**config.mk**
```make
export PLATFORM = sky130hd
export DESIGN_NAME = branch_resolve_queue
export DESIGN_NICKNAME = d
export VERILOG_FILES = /design/src/rtl/branch_resolve_queue.sv
export SDC_FILE = /design/constraint.sdc
export NUM_CORES = 1
export LEC_CHECK = 0
export ABC_AREA = 0
export BUFFER_PORTS_ARGS = -buffer_cell sky130_fd_sc_hd__buf_4
export CORE_MARGIN = 3
export CORE_UTILIZATION = 35
export DETAILED_ROUTE_END_ITERATION = 7
export PLACE_DENSITY = 0.61
export SLEW_MARGIN = 20
export SYNTH_ARGS = -nofsm -noshare
export SYNTH_HDL_FRONTEND = slang
export SYNTH_SLANG_ARGS = --single-unit
```
**constraint.sdc**
```tcl
create_clock -name clk -period 3.1 [get_ports clk]
set_input_delay 0.62 -clock clk [delete_from_list [all_inputs] [get_ports clk]]
set_output_delay 0.62 -clock clk [all_outputs]
set_load 0.03 [all_outputs]
```
**src/rtl/branch_resolve_queue.sv**
```systemverilog
// In-order queue of predicted branches: written at fetch, popped at resolution.
// Drives the predictor table update and flushes wrong-path entries on a mispredict.
module branch_resolve_queue #(
  parameter int IWIDTH = 6,
  parameter int HWIDTH = 4,
  parameter int DEPTH  = 4
) (
  input  logic                      clk,
  input  logic                      reset,
  input  logic                      en,
  input  logic                      push,
  input  logic [IWIDTH-1:0]         push_index,
  input  logic [HWIDTH-1:0]         push_hist,
  input  logic                      push_taken,
  output logic                      full,
  output logic                      empty,
  output logic [$clog2(DEPTH):0]    count,
  input  logic                      resolve,
  input  logic                      resolve_taken,
  output logic                      upd_valid,
  output logic [IWIDTH-1:0]         upd_index,
  output logic [HWIDTH-1:0]         upd_hist,
  output logic                      upd_taken,
  output logic                      mispredict,
  output logic                      underflow
);

  localparam int PW = $clog2(DEPTH);
  localparam int CW = PW + 1;
  localparam logic [CW-1:0] FULL_CNT = CW'(DEPTH);

  logic [IWIDTH-1:0] mem_index [DEPTH];
  logic [HWIDTH-1:0] mem_hist  [DEPTH];
  logic              mem_taken [DEPTH];

  logic [PW-1:0] rd_ptr, wr_ptr, rd_ptr_inc, wr_ptr_inc;
  logic          do_pop, mis, push_ok;
  logic [CW-1:0] count_nxt;

  always_comb begin
    do_pop     = resolve && (count != '0);
    mis        = do_pop && (mem_taken[rd_ptr] != resolve_taken);
    // A correct pop frees a slot in the same cycle, so a push at full still fits.
    push_ok    = push && !mis && ((count != FULL_CNT) || do_pop);
    rd_ptr_inc = rd_ptr + 1'b1;
    wr_ptr_inc = wr_ptr + 1'b1;
    count_nxt  = count + CW'(push_ok) - CW'(do_pop);
  end

  always_ff @(posedge clk) begin
    if (!reset && en && push_ok) begin
      mem_index[wr_ptr] <= push_index;
      mem_hist[wr_ptr]  <= push_hist;
      mem_taken[wr_ptr] <= push_taken;
    end
  end

  always_ff @(posedge clk) begin
    if (reset) begin
      rd_ptr     <= '0;
      wr_ptr     <= '0;
      count      <= '0;
      empty      <= 1'b1;
      full       <= 1'b0;
      upd_valid  <= 1'b0;
      upd_index  <= '0;
      upd_hist   <= '0;
      upd_taken  <= 1'b0;
      mispredict <= 1'b0;
      underflow  <= 1'b0;
    end else if (en) begin
      upd_valid  <= do_pop;
      mispredict <= mis;
      if (do_pop) begin
        upd_index <= mem_index[rd_ptr];
        upd_hist  <= mem_hist[rd_ptr];
        upd_taken <= resolve_taken;
        rd_ptr    <= rd_ptr_inc;
      end
      if (resolve && (count == '0))
        underflow <= 1'b1;
      if (mis) begin
        // Everything younger than the mispredicted branch is wrong-path.
        wr_ptr <= rd_ptr_inc;
        count  <= '0;
        empty  <= 1'b1;
        full   <= 1'b0;
      end else begin
        if (push_ok)
          wr_ptr <= wr_ptr_inc;
        count <= count_nxt;
        empty <= (count_nxt == '0);
        full  <= (count_nxt == FULL_CNT);
      end
    end else begin
      upd_valid  <= 1'b0;
      mispredict <= 1'b0;
    end
  end

endmodule

```
==> results summary <==
The total congestion overflow came out at 0. In the final layout, the multi-input gates occupy 875 µm². STA classifies the critical path endpoint as a register. The share of synthesized area in the top cell type comes to 0.481.

The arrival time of the worst setup path came out at 3.06 ns. The net count after synthesis came out at 218. The cell area power density is 742 nW/µm². The HPWL after detailed placement is 3.38 mm. The floorplan core area is 7450 µm². The worst hold path stage count is 2. The longest clock path from root to sink contains 2 buffers. The maximum clock rate came out at 352 MHz. For this design, the sink count on the clock tree is 69. The initial detailed-routing violation count came out at 68. The clock root buffer master is clkbuf_8.

The actual transition at the worst max-transition pin is 0.877 ns. The number of rows created at floorplan came out at 31. The destination of the worst hold path is upd_index[4]. The met2 usage in global routing came out at 0.216. The mean area per synthesized cell came out at 14.2 µm². The via count of the first global-routing pass was 1716. After layout, the minimum clock period comes to 2.84 ns. The static leakage is 1.21 nW. The endpoint identified for the worst register-to-register timing path is empty. Of the synthesized area, sequential elements account for 0.663.

The global placement routability congestion is 0.811. For this run, the slowest stage of the critical path takes 0.53 ns. The die boundary width is 94.6 µm. The final-report hold violation count came to 0.

The kind of critical path is register to register. The count of synthesis-stage warnings from yosys came out at 0. The most area-hungry cell type in the Yosys netlist is edfxtp_1. The most common cell after layout, fill and taps aside is edfxtp_1. The ratio of cells with drive above 1 in the final layout is 0.300.

For met3 alone, demand over resource in global routing was 0.0510. The count of non-filler cells in the finished layout came out at 339. STA classifies the critical path startpoint as a register.

The initial antenna violation count came out at 0. The global-route wire length before repair came out at 8.83 mm. The signed area change from the synthesized netlist to the final layout came out at 22.4%.

Sorting the synthesized cells by area gives the leading types as edfxtp_1 48%, dfxtp_1 18%, mux4_2 9.0%, nand2_1 3.6%, a21oi_1 2.9%. Along the worst path, the maximum fanout reaches 3. The initial core utilization came out at 0.369. The required time of the critical path is 3.32 ns.

The count of nets left with antenna violations once routing finished came out at 0. The average wire per cell in the routed design came out at 15.8 µm. The layer flagged by global routing as most heavily used is met2.

Headroom to the max-slew limit came out at 0.415. The final-stage net count is 259. TritonCTS built the clock tree. The number of instances in the synthesized netlist came out at 194. The routed design has 5.35 mm of wire. The top-level I/O count is 36.

The repair_antennas step left the layout with diodes totalling 0. The minimum setup slack among reg-to-reg paths is 0.26 ns. The worst register-to-register path has a depth of 13. Dividing the detail-routed via count by the number of cells gives 4.86.

Including well taps, the total number of placed cells is 323. The fraction of met1 tracks used by global routing is 0.171. The summed instance area of the synthesized netlist came out at 2750 µm². Entering global routing, the biggest net connects 26 pins. Among all flip-flop cells after synthesis, the most frequent one is edfxtp_1. The number of DRC violations after detailed routing came out at 0. Setup repair after global routing left no endpoint under its margin. The worst hold slack came out at 0.456 ns.

In this run the most critical hold path is launched from upd_index[4]. The number of setup violations in the final report is 0. The post-synthesis register bit count came out at 69. The path class of the tightest hold or removal check is register to register. The number of filler instances in the final layout is 718. The overall die area came out at 8950 µm². The number of H-tree branching levels came out at 3. The number of enable flip-flop cells after synthesis came out at 44. In this run, distinct cell masters in the synthesized netlist total 37. Leaving out fill and tap cells, the most frequent cells in the layout are 44 x edfxtp_1, 39 x buf_4, 26 x nand2_1, 25 x dfxtp_1, 15 x a21oi_1. The number of buffer cells added on primary ports came out at 35. Counting stages on the worst path, the most repeated cell is inv_1. The height of the die is 94.6 µm. The summed negative setup slack over all endpoints is 0 ns.

Clock-pin slew was measured on the worst setup and hold paths at 0.07 ns. The setup clock skew after layout came out at 0.00690 ns. The total number of vias came out at 1646. The number of hold buffers added after CTS was 0. The flow ran to the end, and the final reports show no timing, DRC or antenna violations. The slack of the critical path is 0.262 ns.

The combined flip-flop and latch cell area came out at 1820 µm². The number of CTS-inserted buffers came out at 9. At the later pin of the worst-skew pair, clock insertion delay measures 0.34 ns. For this run, the detailed router's first-pass iteration total came to 4. The ratio of final minimum period to clock period is 0.915.

Timing analysis after detailed placement gives a worst setup slack of 0.0565 ns. The count of pins over their slew limit is 0. Among all stages on the critical path, the largest delay is contributed by mux4_2. The share of synthesized registers carrying an async set or reset came out at 0. In the global route stage, overall resource usage came out at 0.136. The worst IR drop on VDD is 329 µV.

Traced cell by cell, the critical path runs through mux4_2, xor2_1, a21oi_2, inv_1, ha_1, inv_1, ha_1, inv_1, fa_2, xnor2_2, xnor2_1, nand2b_1, a31oi_1. The number of max-cap violations came out at 0.
flip-flops by register name (all words and copies together), names as in the netlist, named ones only:
signal	flops
empty	1
upd_taken	1
mispredict	1
mem_index	24
upd_index	6
upd_valid	1
count	3
full	1
mem_hist	16
rd_ptr	2
wr_ptr	2
upd_hist	4
underflow	1
mem_taken	4
critical path, delay by kind of cell (launching register included):
kind,cells,cell delay (ns)
fa+ha+maj,3,0.74
buf+inv,3,0.16
simple gates,1,0.14
compound gates,2,0.25
mux,1,0.53
xor+xnor,3,0.56
flops,1,0.34
cells by family (layout without fill, tap and decap cells):
family | Yosys count | in the layout | synth area share
xor gates and xnor gates | 7 | 7 | 0.0223
and+or+nand+nor | 55 | 55 | 0.0989
AOI/OAI and AO/OA | 29 | 29 | 0.0674
DFF | 69 | 69 | 0.663
adders and majority gates | 7 | 7 | 0.0346
buffers and inverters | 16 | 62 | 0.0232
muxes | 11 | 11 | 0.0902
stage by stage:
| step | utilization | area, µm² | power [mW] |
|---|---|---|---|
| after global placement | 0.420 | 3130 | 1.69 |
| after CTS | 0.449 | 3350 | 2.51 |
| final | 0.451 | 3360 | 2.49 |
| after detailed placement | 0.420 | 3130 | 1.70 |
| after global routing | 0.451 | 3360 | 2.63 |
| after floorplan | - | 2750 | 1.51 |
power breakdown:
group	internal, mW	switching (mW)	total, mW
Clock	0.457	0.347	0.804
Sequential	1.05	0.0713	1.12
Combinational	0.263	0.309	0.572
Yosys cell counts (2+ instances only):
| cell | instances |
|---|---|
| edfxtp_1 | 44 |
| nand2_1 | 26 |
| clkbuf_1 | 5 |
| nand2b_1 | 5 |
| xnor2_1 | 5 |
| a21oi_1 | 16 |
| buf_2 | 3 |
| dfxtp_1 | 25 |
| inv_1 | 7 |
| mux4_2 | 11 |
| xor2_1 | 2 |
| nor2_1 | 7 |
| a31oi_1 | 2 |
| ha_1 | 6 |
| nor2b_1 | 3 |
| nor3_1 | 2 |
| and3_1 | 4 |
| a2111oi_0 | 2 |
routing by layer:
layer,part of all wire,wire length [µm],vias up
met4,0.010,54,0
met5,0,0,-
met1,0.47,2500,805
met3,0.044,234,7
met2,0.48,2560,37
li1,-,-,797
how the worst max path moves through the flow:
stage,end,slack [ns],cells after the start,start
finish,empty,0.26,13,register
global route,full,0.006,13,register
CTS,full,0.10,13,register
detailed placement,full,0.06,14,resolve
global placement,full,0.10,14,resolve
floorplan,full,0.16,13,register
layout make-up:
class | instances | area share
Clock inverter | 7 | 0.0290
Timing Repair Buffer | 39 | 0.0871
Inverter | 7 | 0.00782
Clock buffer | 9 | 0.0369
Tap cell | 99 | 0.0369
Sequential cell | 69 | 0.542
Multi-Input combinational cell | 109 | 0.260
what timing repair did:
item | 4_1_cts | 5_1_grt
gates resized for setup | 0 | 3
setup endpoints to repair | 0 | 3
buffers inserted | 0 | 0
Power figures use the tool's default switching activity.
